--- src/rtl/csb_master_bridge_if.sv ---
// Host command/response, CSB request/response and status signals of the CSB master bridge.
interface csb_master_bridge_if #(
    parameter int CNT_WIDTH = 16
);
    logic                 cmd_valid;
    logic                 cmd_ready;
    logic [15:0]          cmd_addr;
    logic [31:0]          cmd_wdat;
    logic                 cmd_write;
    logic                 cmd_nposted;

    logic                 rsp_valid;
    logic                 rsp_ready;
    logic [31:0]          rsp_data;
    logic                 rsp_is_read;
    logic                 rsp_timeout;

    logic                 csb2nvdla_valid;
    logic                 csb2nvdla_ready;
    logic [15:0]          csb2nvdla_addr;
    logic [31:0]          csb2nvdla_wdat;
    logic                 csb2nvdla_write;
    logic                 csb2nvdla_nposted;

    logic                 nvdla2csb_valid;
    logic [31:0]          nvdla2csb_data;
    logic                 nvdla2csb_wr_complete;

    logic                 busy;
    logic                 err_unexpected;
    logic [CNT_WIDTH-1:0] cnt_timeout;
    logic [CNT_WIDTH-1:0] cnt_unexpected;

    modport master (
        input  cmd_valid, cmd_addr, cmd_wdat, cmd_write, cmd_nposted,
        output cmd_ready,
        output rsp_valid, rsp_data, rsp_is_read, rsp_timeout,
        input  rsp_ready,
        output csb2nvdla_valid, csb2nvdla_addr, csb2nvdla_wdat, csb2nvdla_write, csb2nvdla_nposted,
        input  csb2nvdla_ready,
        input  nvdla2csb_valid, nvdla2csb_data, nvdla2csb_wr_complete,
        output busy, err_unexpected, cnt_timeout, cnt_unexpected
    );

    modport slave (
        output cmd_valid, cmd_addr, cmd_wdat, cmd_write, cmd_nposted,
        input  cmd_ready,
        input  rsp_valid, rsp_data, rsp_is_read, rsp_timeout,
        output rsp_ready,
        input  csb2nvdla_valid, csb2nvdla_addr, csb2nvdla_wdat, csb2nvdla_write, csb2nvdla_nposted,
        output csb2nvdla_ready,
        output nvdla2csb_valid, nvdla2csb_data, nvdla2csb_wr_complete,
        input  busy, err_unexpected, cnt_timeout, cnt_unexpected
    );
endinterface

--- src/rtl/csb_master_bridge.sv ---
// CSB initiator: queues host commands, issues them in order with one outstanding, returns read/np-write responses.
// Push-to-request 2 cycles, response-to-rsp_valid 1 cycle; cmd_ready = !full, request/response held until ready.
module csb_master_bridge #(
    parameter int CMD_DEPTH      = 4,
    parameter int TIMEOUT_CYCLES = 1024,
    parameter int CNT_WIDTH      = 16
) (
    input  logic                dla_csb_clk,
    input  logic                dla_reset_rstn,
    csb_master_bridge_if.master bus
);
    localparam int AW = $clog2(CMD_DEPTH);
    localparam int TW = $clog2(TIMEOUT_CYCLES);
    localparam logic [AW:0]          PTR_ONE = (AW+1)'(1);
    localparam logic [TW-1:0]        TMR_ONE = TW'(1);
    localparam logic [TW-1:0]        TMR_MAX = TW'(TIMEOUT_CYCLES - 1);
    localparam logic [CNT_WIDTH-1:0] CNT_ONE = CNT_WIDTH'(1);

    typedef struct packed {
        logic [15:0] addr;
        logic [31:0] wdat;
        logic        write;
        logic        nposted;
    } cmd_t;

    typedef enum logic [1:0] {S_IDLE, S_REQ, S_WAIT, S_RSP} state_t;

    state_t               r_state, w_state_nxt;
    cmd_t                 r_mem [CMD_DEPTH];
    cmd_t                 r_req;
    cmd_t                 w_cmd_in;
    logic [AW:0]          r_wr_ptr, r_rd_ptr, w_wr_nxt, w_rd_nxt;
    logic                 r_cmd_ready;
    logic                 w_push, w_pop, w_empty, w_full_nxt;
    logic                 w_rsp_hit, w_timeout, w_rsp_done, w_unexp;
    logic [TW-1:0]        r_timer;
    logic [31:0]          r_rsp_data;
    logic                 r_rsp_is_read, r_rsp_timeout, r_err;
    logic [CNT_WIDTH-1:0] r_cnt_timeout, r_cnt_unexp;
    logic                 w_unused;

    // Responses are matched by order alone, so the completion flag carries no information here.
    assign w_unused = bus.nvdla2csb_wr_complete;

    assign w_cmd_in   = {bus.cmd_addr, bus.cmd_wdat, bus.cmd_write, bus.cmd_nposted};
    assign w_push     = bus.cmd_valid && r_cmd_ready;
    assign w_empty    = (r_wr_ptr == r_rd_ptr);
    assign w_wr_nxt   = w_push ? r_wr_ptr + PTR_ONE : r_wr_ptr;
    assign w_rd_nxt   = w_pop  ? r_rd_ptr + PTR_ONE : r_rd_ptr;
    assign w_full_nxt = (w_wr_nxt[AW] != w_rd_nxt[AW]) && (w_wr_nxt[AW-1:0] == w_rd_nxt[AW-1:0]);
    assign w_unexp    = bus.nvdla2csb_valid && (r_state != S_WAIT);

    always_ff @(posedge dla_csb_clk) begin
        if (w_push) r_mem[r_wr_ptr[AW-1:0]] <= w_cmd_in;
    end

    always_ff @(posedge dla_csb_clk or negedge dla_reset_rstn) begin
        if (!dla_reset_rstn) r_state <= S_IDLE;
        else                 r_state <= w_state_nxt;
    end

    always_comb begin
        w_state_nxt = r_state;
        w_pop       = 1'b0;
        w_rsp_hit   = 1'b0;
        w_timeout   = 1'b0;
        w_rsp_done  = 1'b0;
        case (r_state)
            S_IDLE: if (!w_empty) begin
                w_pop       = 1'b1;
                w_state_nxt = S_REQ;
            end
            S_REQ: if (bus.csb2nvdla_ready)
                w_state_nxt = (r_req.write && !r_req.nposted) ? S_IDLE : S_WAIT;
            S_WAIT: begin
                // A response on the last timer cycle takes priority over the timeout.
                if (bus.nvdla2csb_valid) begin
                    w_rsp_hit   = 1'b1;
                    w_state_nxt = S_RSP;
                end else if (r_timer == TMR_MAX) begin
                    w_timeout   = 1'b1;
                    w_state_nxt = S_RSP;
                end
            end
            S_RSP: if (bus.rsp_ready) begin
                w_rsp_done  = 1'b1;
                w_state_nxt = S_IDLE;
            end
            default: w_state_nxt = S_IDLE;
        endcase
    end

    always_ff @(posedge dla_csb_clk or negedge dla_reset_rstn) begin
        if (!dla_reset_rstn) begin
            r_wr_ptr      <= '0;
            r_rd_ptr      <= '0;
            r_cmd_ready   <= 1'b1;
            r_req         <= '0;
            r_timer       <= '0;
            r_rsp_data    <= '0;
            r_rsp_is_read <= 1'b0;
            r_rsp_timeout <= 1'b0;
            r_err         <= 1'b0;
            r_cnt_timeout <= '0;
            r_cnt_unexp   <= '0;
        end else begin
            r_wr_ptr    <= w_wr_nxt;
            r_rd_ptr    <= w_rd_nxt;
            r_cmd_ready <= !w_full_nxt;
            r_err       <= w_unexp;
            if (w_pop) r_req <= r_mem[r_rd_ptr[AW-1:0]];
            if (r_state == S_REQ)       r_timer <= '0;
            else if (r_state == S_WAIT) r_timer <= r_timer + TMR_ONE;
            if (w_rsp_hit) begin
                r_rsp_data    <= r_req.write ? 32'h0 : bus.nvdla2csb_data;
                r_rsp_is_read <= !r_req.write;
                r_rsp_timeout <= 1'b0;
            end else if (w_timeout) begin
                r_rsp_data    <= 32'h0;
                r_rsp_is_read <= !r_req.write;
                r_rsp_timeout <= 1'b1;
            end else if (w_rsp_done) begin
                r_rsp_data    <= 32'h0;
                r_rsp_is_read <= 1'b0;
                r_rsp_timeout <= 1'b0;
            end
            if (w_timeout && (r_cnt_timeout != '1)) r_cnt_timeout <= r_cnt_timeout + CNT_ONE;
            if (w_unexp && (r_cnt_unexp != '1))     r_cnt_unexp   <= r_cnt_unexp + CNT_ONE;
        end
    end

    assign bus.cmd_ready         = r_cmd_ready;
    assign bus.csb2nvdla_valid   = (r_state == S_REQ);
    assign bus.csb2nvdla_addr    = r_req.addr;
    assign bus.csb2nvdla_wdat    = r_req.wdat;
    assign bus.csb2nvdla_write   = r_req.write;
    assign bus.csb2nvdla_nposted = r_req.nposted;
    assign bus.rsp_valid         = (r_state == S_RSP);
    assign bus.rsp_data          = r_rsp_data;
    assign bus.rsp_is_read       = r_rsp_is_read;
    assign bus.rsp_timeout       = r_rsp_timeout;
    assign bus.busy              = !w_empty || (r_state != S_IDLE);
    assign bus.err_unexpected    = r_err;
    assign bus.cnt_timeout       = r_cnt_timeout;
    assign bus.cnt_unexpected    = r_cnt_unexp;
endmodule

--- src/flat_wrapper.sv ---
// flat-port wrapper written by rule: the top's interface ports become plain ports
module csb_master_bridge_flat 
#(
    parameter int CMD_DEPTH      = 4,
    parameter int TIMEOUT_CYCLES = 1024,
    parameter int CNT_WIDTH      = 16
)
  (dla_csb_clk, dla_reset_rstn, bus_cmd_valid, bus_cmd_addr, bus_cmd_wdat, bus_cmd_write, bus_cmd_nposted, bus_cmd_ready, bus_rsp_valid, bus_rsp_data, bus_rsp_is_read, bus_rsp_timeout, bus_rsp_ready, bus_csb2nvdla_valid, bus_csb2nvdla_addr, bus_csb2nvdla_wdat, bus_csb2nvdla_write, bus_csb2nvdla_nposted, bus_csb2nvdla_ready, bus_nvdla2csb_valid, bus_nvdla2csb_data, bus_nvdla2csb_wr_complete, bus_busy, bus_err_unexpected, bus_cnt_timeout, bus_cnt_unexpected);
  csb_master_bridge_if #(.CNT_WIDTH(CNT_WIDTH)) bus_i ();
  input  logic dla_csb_clk;
  input  logic dla_reset_rstn;
  input wire logic [$bits(bus_i.cmd_valid)-1:0] bus_cmd_valid;
  input wire logic [$bits(bus_i.cmd_addr)-1:0] bus_cmd_addr;
  input wire logic [$bits(bus_i.cmd_wdat)-1:0] bus_cmd_wdat;
  input wire logic [$bits(bus_i.cmd_write)-1:0] bus_cmd_write;
  input wire logic [$bits(bus_i.cmd_nposted)-1:0] bus_cmd_nposted;
  output wire logic [$bits(bus_i.cmd_ready)-1:0] bus_cmd_ready;
  output wire logic [$bits(bus_i.rsp_valid)-1:0] bus_rsp_valid;
  output wire logic [$bits(bus_i.rsp_data)-1:0] bus_rsp_data;
  output wire logic [$bits(bus_i.rsp_is_read)-1:0] bus_rsp_is_read;
  output wire logic [$bits(bus_i.rsp_timeout)-1:0] bus_rsp_timeout;
  input wire logic [$bits(bus_i.rsp_ready)-1:0] bus_rsp_ready;
  output wire logic [$bits(bus_i.csb2nvdla_valid)-1:0] bus_csb2nvdla_valid;
  output wire logic [$bits(bus_i.csb2nvdla_addr)-1:0] bus_csb2nvdla_addr;
  output wire logic [$bits(bus_i.csb2nvdla_wdat)-1:0] bus_csb2nvdla_wdat;
  output wire logic [$bits(bus_i.csb2nvdla_write)-1:0] bus_csb2nvdla_write;
  output wire logic [$bits(bus_i.csb2nvdla_nposted)-1:0] bus_csb2nvdla_nposted;
  input wire logic [$bits(bus_i.csb2nvdla_ready)-1:0] bus_csb2nvdla_ready;
  input wire logic [$bits(bus_i.nvdla2csb_valid)-1:0] bus_nvdla2csb_valid;
  input wire logic [$bits(bus_i.nvdla2csb_data)-1:0] bus_nvdla2csb_data;
  input wire logic [$bits(bus_i.nvdla2csb_wr_complete)-1:0] bus_nvdla2csb_wr_complete;
  output wire logic [$bits(bus_i.busy)-1:0] bus_busy;
  output wire logic [$bits(bus_i.err_unexpected)-1:0] bus_err_unexpected;
  output wire logic [$bits(bus_i.cnt_timeout)-1:0] bus_cnt_timeout;
  output wire logic [$bits(bus_i.cnt_unexpected)-1:0] bus_cnt_unexpected;
  assign bus_i.cmd_valid = bus_cmd_valid;
  assign bus_i.cmd_addr = bus_cmd_addr;
  assign bus_i.cmd_wdat = bus_cmd_wdat;
  assign bus_i.cmd_write = bus_cmd_write;
  assign bus_i.cmd_nposted = bus_cmd_nposted;
  assign bus_cmd_ready = bus_i.cmd_ready;
  assign bus_rsp_valid = bus_i.rsp_valid;
  assign bus_rsp_data = bus_i.rsp_data;
  assign bus_rsp_is_read = bus_i.rsp_is_read;
  assign bus_rsp_timeout = bus_i.rsp_timeout;
  assign bus_i.rsp_ready = bus_rsp_ready;
  assign bus_csb2nvdla_valid = bus_i.csb2nvdla_valid;
  assign bus_csb2nvdla_addr = bus_i.csb2nvdla_addr;
  assign bus_csb2nvdla_wdat = bus_i.csb2nvdla_wdat;
  assign bus_csb2nvdla_write = bus_i.csb2nvdla_write;
  assign bus_csb2nvdla_nposted = bus_i.csb2nvdla_nposted;
  assign bus_i.csb2nvdla_ready = bus_csb2nvdla_ready;
  assign bus_i.nvdla2csb_valid = bus_nvdla2csb_valid;
  assign bus_i.nvdla2csb_data = bus_nvdla2csb_data;
  assign bus_i.nvdla2csb_wr_complete = bus_nvdla2csb_wr_complete;
  assign bus_busy = bus_i.busy;
  assign bus_err_unexpected = bus_i.err_unexpected;
  assign bus_cnt_timeout = bus_i.cnt_timeout;
  assign bus_cnt_unexpected = bus_i.cnt_unexpected;
  csb_master_bridge #(.CMD_DEPTH(CMD_DEPTH), .TIMEOUT_CYCLES(TIMEOUT_CYCLES), .CNT_WIDTH(CNT_WIDTH)) u_core (.dla_csb_clk(dla_csb_clk), .dla_reset_rstn(dla_reset_rstn), .bus(bus_i));
endmodule
--- config.mk ---
export PLATFORM = sky130hd
export DESIGN_NAME = csb_master_bridge_flat
export DESIGN_NICKNAME = d
export VERILOG_FILES = /design/src/rtl/csb_master_bridge_if.sv /design/src/rtl/csb_master_bridge.sv /design/src/flat_wrapper.sv
export SDC_FILE = /design/constraint.sdc
export NUM_CORES = 1
export LEC_CHECK = 0
export CAP_MARGIN = 20
export CORE_ASPECT_RATIO = 0.5
export CORE_MARGIN = 1.5
export CORE_UTILIZATION = 56
export DETAILED_ROUTE_END_ITERATION = 8
export PLACE_DENSITY = 0.83
export SLEW_MARGIN = 0
export SYNTH_ARGS = -nofsm -noshare
export SYNTH_HDL_FRONTEND = slang
export SYNTH_SLANG_ARGS = --single-unit
--- constraint.sdc ---
create_clock -name dla_csb_clk -period 4.75 [get_ports dla_csb_clk]
set_input_delay 0.95 -clock dla_csb_clk [delete_from_list [all_inputs] [get_ports dla_csb_clk]]
set_output_delay 0.95 -clock dla_csb_clk [all_outputs]
set_load 0.01 [all_outputs]
## After elaboration in Yosys (flattened, before gate mapping)

Memory sizes are Yosys's and may differ from the RTL's. A register that Yosys moved wholly into a read port is not among the register bits.
Cells that the tools add are included.

| storage, ports and cells | value |
|---|---|
| bits in registers | 86 |
| RAM bits | 200 |
| input port bits | 89 |
| output and inout port bits | 121 |
| memories | 1 |

Memories:

| memory | depth | bits a word | rd ports | clocked after memory_dff | write ports | RTL line | RTL |
|---|---|---|---|---|---|---|---|
| u_core.r_mem | 4 | 50 | 1 | 1 | 1 | csb_master_bridge.sv:29 | `cmd_t r_mem [CMD_DEPTH];` |

| cells by class | value |
|---|---|
| $add $sub $neg | 5 |
| eq/ne operators | 14 |
| muxes and demuxes | 31 |
| reductions and logical operators | 17 |

Operators by type and width:

| cell | number |
|---|---|
| two-way mux 32 bit | 4 |
| adder 16 x 1 -> 16 bit, second input constant | 2 |
| != test 16 bit, second input constant | 2 |
| two-way mux 10 bit | 2 |
| two-way mux 1 bit | 16 |
| two-way mux 2 bit | 6 |
| adder 10 x 1 -> 10 bit, second input constant | 1 |
| equality test 10 bit, second input constant | 1 |
| case mux 2 bit (4 select lines) | 1 |
| adder 3 x 1 -> 3 bit, second input constant | 2 |
| logical AND 1 bit | 6 |
| two-way mux 3 bit | 2 |
| logical NOT 1 bit | 5 |
| equality test 2 bit, second input constant | 2 |
| != test 2 x 1 -> 1 bit, second input constant | 2 |
| != test 2 bit, second input constant | 2 |
| AND reduction 4 bit | 1 |
| nonzero test 2 bit | 2 |
| equality test 3 bit | 1 |
| != test 3 x 2 -> 1 bit, second input constant | 1 |
| nonzero test 3 bit | 1 |
| equality test 2 x 1 -> 1 bit, second input constant | 1 |
| equality test 2 bit | 1 |
| logical NOT 2 bit | 1 |
| other kinds (2) | 2 |

## Depth between registers and ports, before layout

| logic depth | value |
|---|---|
| depth after elaboration | 7 |
| depth in mapped cells | 8 |
| gate-level depth less buffers | 7 |

## Least setup slack after synthesis

No wires, ideal clock.

| timing path | value |
|---|---|
| kind | input to register |
| from | input bus_cmd_valid |
| to | memory u_core.r_mem[0][0] in the netlist's numbering, enable pin |
| library setup time | 413 ps |
| arrival time | 2,193 ps |
| path slack | 2,144 ps |
| cell stages on the path | 1 |
| buffers on the path | 0 |
| cells stage by stage | and3_1 |

| on the way | value |
|---|---|
| cells in the longest elaborated chain, start to end | 3 |

Ends and longest elaborated chain:

| what | RTL line | RTL |
|---|---|---|
| start, declared | flat_wrapper.sv:12 | `input wire logic [$bits(bus_i.cmd_valid)-1:0] bus_cmd_valid;` |
| logical AND 1 bit | csb_master_bridge.sv:46 | `assign w_push = bus.cmd_valid && r_cmd_ready;` |
| two-way mux 1 bit | csb_master_bridge.sv:54 | `if (w_push) r_mem[r_wr_ptr[AW-1:0]] <= w_cmd_in;` |
| two-way mux 1 bit (not written as such) | csb_master_bridge.sv:54 |  |
| end, declared | csb_master_bridge.sv:29 |  |

No other way between the ends.

## Final worst setup path

| timing path | value |
|---|---|
| from | register u_core.r_rd_ptr[0] |
| to | output bus_busy |

| on the way | value |
|---|---|
| cells in the longest elaborated chain, start to end | 3 |

Ends and longest elaborated chain:

| what | RTL line | RTL |
|---|---|---|
| start, declared | csb_master_bridge.sv:32 | `logic [AW:0] r_wr_ptr, r_rd_ptr, w_wr_nxt, w_rd_nxt;` |
| start signal, assigned | csb_master_bridge.sv:108 | `r_rd_ptr <= w_rd_nxt;` |
| equality test 3 bit | csb_master_bridge.sv:47 | `assign w_empty = (r_wr_ptr == r_rd_ptr);` |
| logical NOT 1 bit | -- |  |
| logical OR 1 bit | csb_master_bridge.sv:142 | `assign bus.busy = !w_empty \|\| (r_state != S_IDLE);` |
| end, declared | flat_wrapper.sv:32 | `output wire logic [$bits(bus_i.busy)-1:0] bus_busy;` |

No other way between the ends.

==> tab_implementation.tex <==
\begin{tabular}{lr}
\hline
Metric & Value \\
\hline
\multicolumn{2}{l}{\textbf{GRT}} \\
\quad Global-route wire length before repair & 39240 µm \\
\quad Aggregate global routing overflow & 0 \\
\quad Antenna violations before repair & 0 \\
\quad Via count of the first global-routing pass & 7219 \\
\quad Global-route usage over all layers & 0.2151 \\
\quad Pin count of the biggest net entering global routing & 99 \\
\multicolumn{2}{l}{\textbf{Power}} \\
\quad Standby leakage power & 6.126 nW \\
\quad Power per cell area & 598.6 mW/mm² \\
\quad Highest ir drop seen on vdd & 362.0 µV \\
\multicolumn{2}{l}{\textbf{STA}} \\
\quad Actual slew at the worst max-slew pin & 1.001 ns \\
\quad Final period utilization & 0.8605 \\
\quad Final number of hold-violating endpoints & 0 \\
\quad Endpoints failing setup & 0 \\
\quad Fin. max-slew vios & 0 \\
\quad Relative max-transition margin & 0.3325 \\
\quad Max Clk Rate & 244.7 MHz \\
\quad Total Negative Setup Slacks & 0 ns \\
\quad Clock tree skew after final layout & 0.02100 ns \\
\quad Post-layout min period & 4.087 ns \\
\quad Setup repair after global routing missed its margin & false \\
\multicolumn{2}{l}{\textbf{Drt}} \\
\quad Post-route ant nets & 0 \\
\quad Drt pass-1 iters & 5 \\
\quad Number of DRC markers after the initial detailed-route iteration & 446 \\
\quad Post-Route WL & 26220 µm \\
\quad Via count normalized by instance count & 5.660 \\
\quad Via Count & 7171 \\
\quad Post-route DRC & 0 \\
\quad Average wire per cell in the routed design & 20.69 µm \\
\multicolumn{2}{l}{\textbf{Worst setup path}} \\
\quad Type of element launching the critical path & flop \\
\quad Required time of the critical path & 3.80 ns \\
\quad Path type of the worst setup path & flop to output pin \\
\quad Maximum net fanout on the critical path & 27 \\
\quad Arr. time, crit path & 3.14 ns \\
\quad Crit path capture type & output pin \\
\multicolumn{2}{l}{\textbf{Logic synthesis}} \\
\quad Number of enable flip-flop cells after synthesis & 200 \\
\quad Share of async-settable or async-resettable flops after synthesis & 0.4048 \\
\quad Cell count after synthesis & 712 \\
\quad Netlist area before placement & 0.01292 mm² \\
\quad Most used flip-flop cell after synthesis & edfxtp\_1 \\
\quad Yosys cell types & 50 \\
\quad Synth Net Count & 813 \\
\quad Count of synthesis-stage warnings from yosys & 0 \\
\quad Average size of a mapped cell & 18.14 µm² \\
\quad Sequential cell area fraction in the yosys report & 0.7286 \\
\quad Number of flip-flops and latches in the synthesized netlist & 336 \\
\multicolumn{2}{l}{\textbf{Die}} \\
\quad Core Area & 0.02274 mm² \\
\quad Count of boundary I/O pins & 210 \\
\quad Die width & 217.8 µm \\
\quad Standard-cell row count & 39 \\
\quad Vertical die dimension & 110.4 µm \\
\quad Die outline area & 0.02404 mm² \\
\quad Starting density of the core & 0.5680 \\
\multicolumn{2}{l}{\textbf{Final layout}} \\
\quad Area overhead of the layout relative to synthesis & 26.53\% \\
\quad Share of layout cells above drive strength 1 & 0.1833 \\
\quad Antenna Cells & 0 \\
\quad Post-route standard cell area excluding fillers & 0.01634 mm² \\
\quad Number of nets in the final layout & 1039 \\
\quad Post-route non-filler standard cell count & 1267 \\
\quad Final Util & 0.7187 \\
\multicolumn{2}{l}{\textbf{Place}} \\
\quad Final weighted congestion of routability-driven global placement & 0.7812 \\
\quad Standard cell area after detailed placement & 0.01538 mm² \\
\quad Post-DP HPWL & 16140 µm \\
\quad Inst Count DP & 1213 \\
\quad Count of input and output buffers & 208 \\
\multicolumn{2}{l}{\textbf{Clock network}} \\
\quad Post-cts gate resize count & 0 \\
\quad Worst-case clock buffer depth & 3 \\
\quad Post CTS Setup Buffer Count & 0 \\
\quad Number of clock sinks & 336 \\
\quad Clock latency of the later-clocked register in the worst-skew pair & 0.56 ns \\
\quad Count of hold buffers inserted by post-cts repair & 0 \\
\quad Clock tree from TritonCTS & yes \\
\quad H-tree lvl count & 1 \\
\quad Clock transition at the registers of the reported paths & 0.06 ns \\
\quad CTS Buf Count & 28 \\
\quad Buffer cell driving the clock tree root & clkbuf\_16 \\
\multicolumn{2}{l}{\textbf{Status}} \\
\quad Run status & finished, final reports clean \\
\multicolumn{2}{l}{\textbf{Job}} \\
\quad Max-Cap Viols & 0 \\
\multicolumn{2}{l}{\textbf{Hold path}} \\
\quad Class of the most critical hold timing path & flop to flop \\
\hline
\end{tabular}
-- layout by cell type (no fill, tap or decap), types with 5 or more instances in the layout --
cell type	instances
nor2_1	28
nand4_1	8
xnor2_1	23
nand3_1	15
dfrtp_1	133
edfxtp_1	200
inv_1	15
nand2_1	27
mux2_2	53
a22o_1	32
buf_4	13
clkbuf_1	6
nor3_1	7
clkinv_2	6
xor2_1	19
o21ai_0	7
clkdlybuf4s50_1	207
and3_1	5
clkbuf_16	28
mux4_2	50
ha_1	12
-- per-stage QoR --
| step | hold slack (ns) | setup WS, ns | power (mW) |
|---|---|---|---|
| finish | 0.4786 | 0.6625 | 9.783 |
| global route | 0.5018 | 0.4303 | 10.27 |
| CTS | 0.4803 | 0.5907 | 9.864 |
| detailed placement | 0.4653 | 1.201 | 7.537 |
| global placement | 0.4584 | 1.284 | 7.395 |
| floorplan | 0.4848 | 2.144 | 6.155 |
-- routing by layer --
layer,track usage,vias to the layer above,share of wire
met5,0,-,0
li1,-,3201,-
met1,0.2863,3745,0.42
met2,0.3726,182,0.52
met4,0.05567,0,0.020
met3,0.04033,43,0.042
-- cell usage after synthesis (2+ instances only) --
cell / number / area share
edfxtp_1: 200 / 0.46
dfrtp_1: 135 / 0.26
mux2_2: 53 / 0.046
mux4_2: 50 / 0.087
a22o_1: 32 / 0.022
nor2_1: 28 / 0.0081
nand2_1: 27 / 0.0078
xnor2_1: 23 / 0.016
xor2_1: 19 / 0.013
inv_1: 16 / 0.0046
nand3_1: 15 / 0.0058
buf_2: 14 / 0.0054
ha_1: 12 / 0.012
clkbuf_1: 10 / 0.0029
and3_1: 8 / 0.0039
nand4_1: 8 / 0.0039
nor3_1: 7 / 0.0027
o21ai_0: 7 / 0.0027
and4_1: 4 / 0.0027
nor4_1: 4 / 0.0019
nor2b_1: 3 / 0.0015
o31ai_1: 3 / 0.0017
a21oi_1: 2 / 0.00077
a31oi_1: 2 / 0.00097
buf_1: 2 / 0.00058
mux2i_1: 2 / 0.0015
nand2b_1: 2 / 0.00097
o311ai_0: 2 / 0.0014
-- cell families (layout without fill, tap and decap cells) --
family	count (synthesis)	in the layout	share of synthesized area
flip-flops	336	336	0.7286
adder cells (fa/ha/maj)	12	12	0.01162
XOR/XNOR	42	42	0.02848
buffers and inverters	43	291	0.01443
AND/OR/NAND/NOR	116	116	0.04689
AO/OA/AOI/OAI	58	58	0.03507
multiplexers	105	105	0.1349
-- final timing paths --
| path | endpoint | slack, ns | start | cells after the start |
|---|---|---|---|---|
| worst max register to register | u_core.bus.cmd_ready | 2.05 | u_core.r_rd_ptr[0] | 7 |
| worst min-delay path | u_core.bus.rsp_timeout | 0.48 | u_core.bus.rsp_timeout | 1 |
| min in group asynchronous | u_core.bus.rsp_data[6] | 0.50 | dla_reset_rstn | 1 |
| worst max-delay path | bus_busy | 0.66 | u_core.r_rd_ptr[0] | 4 |
| worst min register to register | u_core.bus.rsp_timeout | 0.48 | u_core.bus.rsp_timeout | 1 |
| max in group asynchronous | u_core.bus.cnt_timeout[1] | 3.08 | dla_reset_rstn | 2 |
-- sequential cells by signal (all words and copies together), names as in the netlist, named ones only --
| register | flops |
|---|---|
| u_core.bus.rsp_data | 32 |
| u_core.r_wr_ptr | 3 |
| u_core.bus.csb2nvdla_wdat | 32 |
| u_core.bus.csb2nvdla_nposted | 1 |
| u_core.bus.cnt_timeout | 16 |
| u_core.bus.rsp_is_read | 1 |
| u_core.r_state | 1 |
| u_core.r_rd_ptr | 3 |
| u_core.r_mem | 200 |
| u_core.bus.csb2nvdla_addr | 16 |
| u_core.bus.err_unexpected | 1 |
| u_core.bus.rsp_timeout | 1 |
| u_core.bus.cnt_unexpected | 16 |
| u_core.r_timer | 10 |
| u_core.bus.cmd_ready | 1 |
| u_core.bus.csb2nvdla_write | 1 |
-- critical path: stages (launching register included) --
cell and delay, ns:
dfrtp_4 0.79, xor2_1 0.31, nor4b_1 0.78, inv_1 0.17, clkdlybuf4s50_1 0.53
-- power by group --
| part | switching (mW) | internal, mW | total (mW) |
|---|---|---|---|
| logic | 1.46 | 1.76 | 3.23 |
| clock network | 1.02 | 1.26 | 2.29 |
| registers | 0.409 | 3.86 | 4.27 |
| total | 2.90 | 6.89 | 9.78 |
-- cell type report --
type / count / area [µm²]
inverter: 16 / 60.06
sequential: 336 / 9415
tap: 307 / 384.1
timing repair buffer: 223 / 2236
fill: 1407 / 6396
clock inverter: 14 / 132.6
multi-input combinational: 333 / 3337
clock buffer: 38 / 778.2
Note: power is estimated with default switching activity, not from simulation.
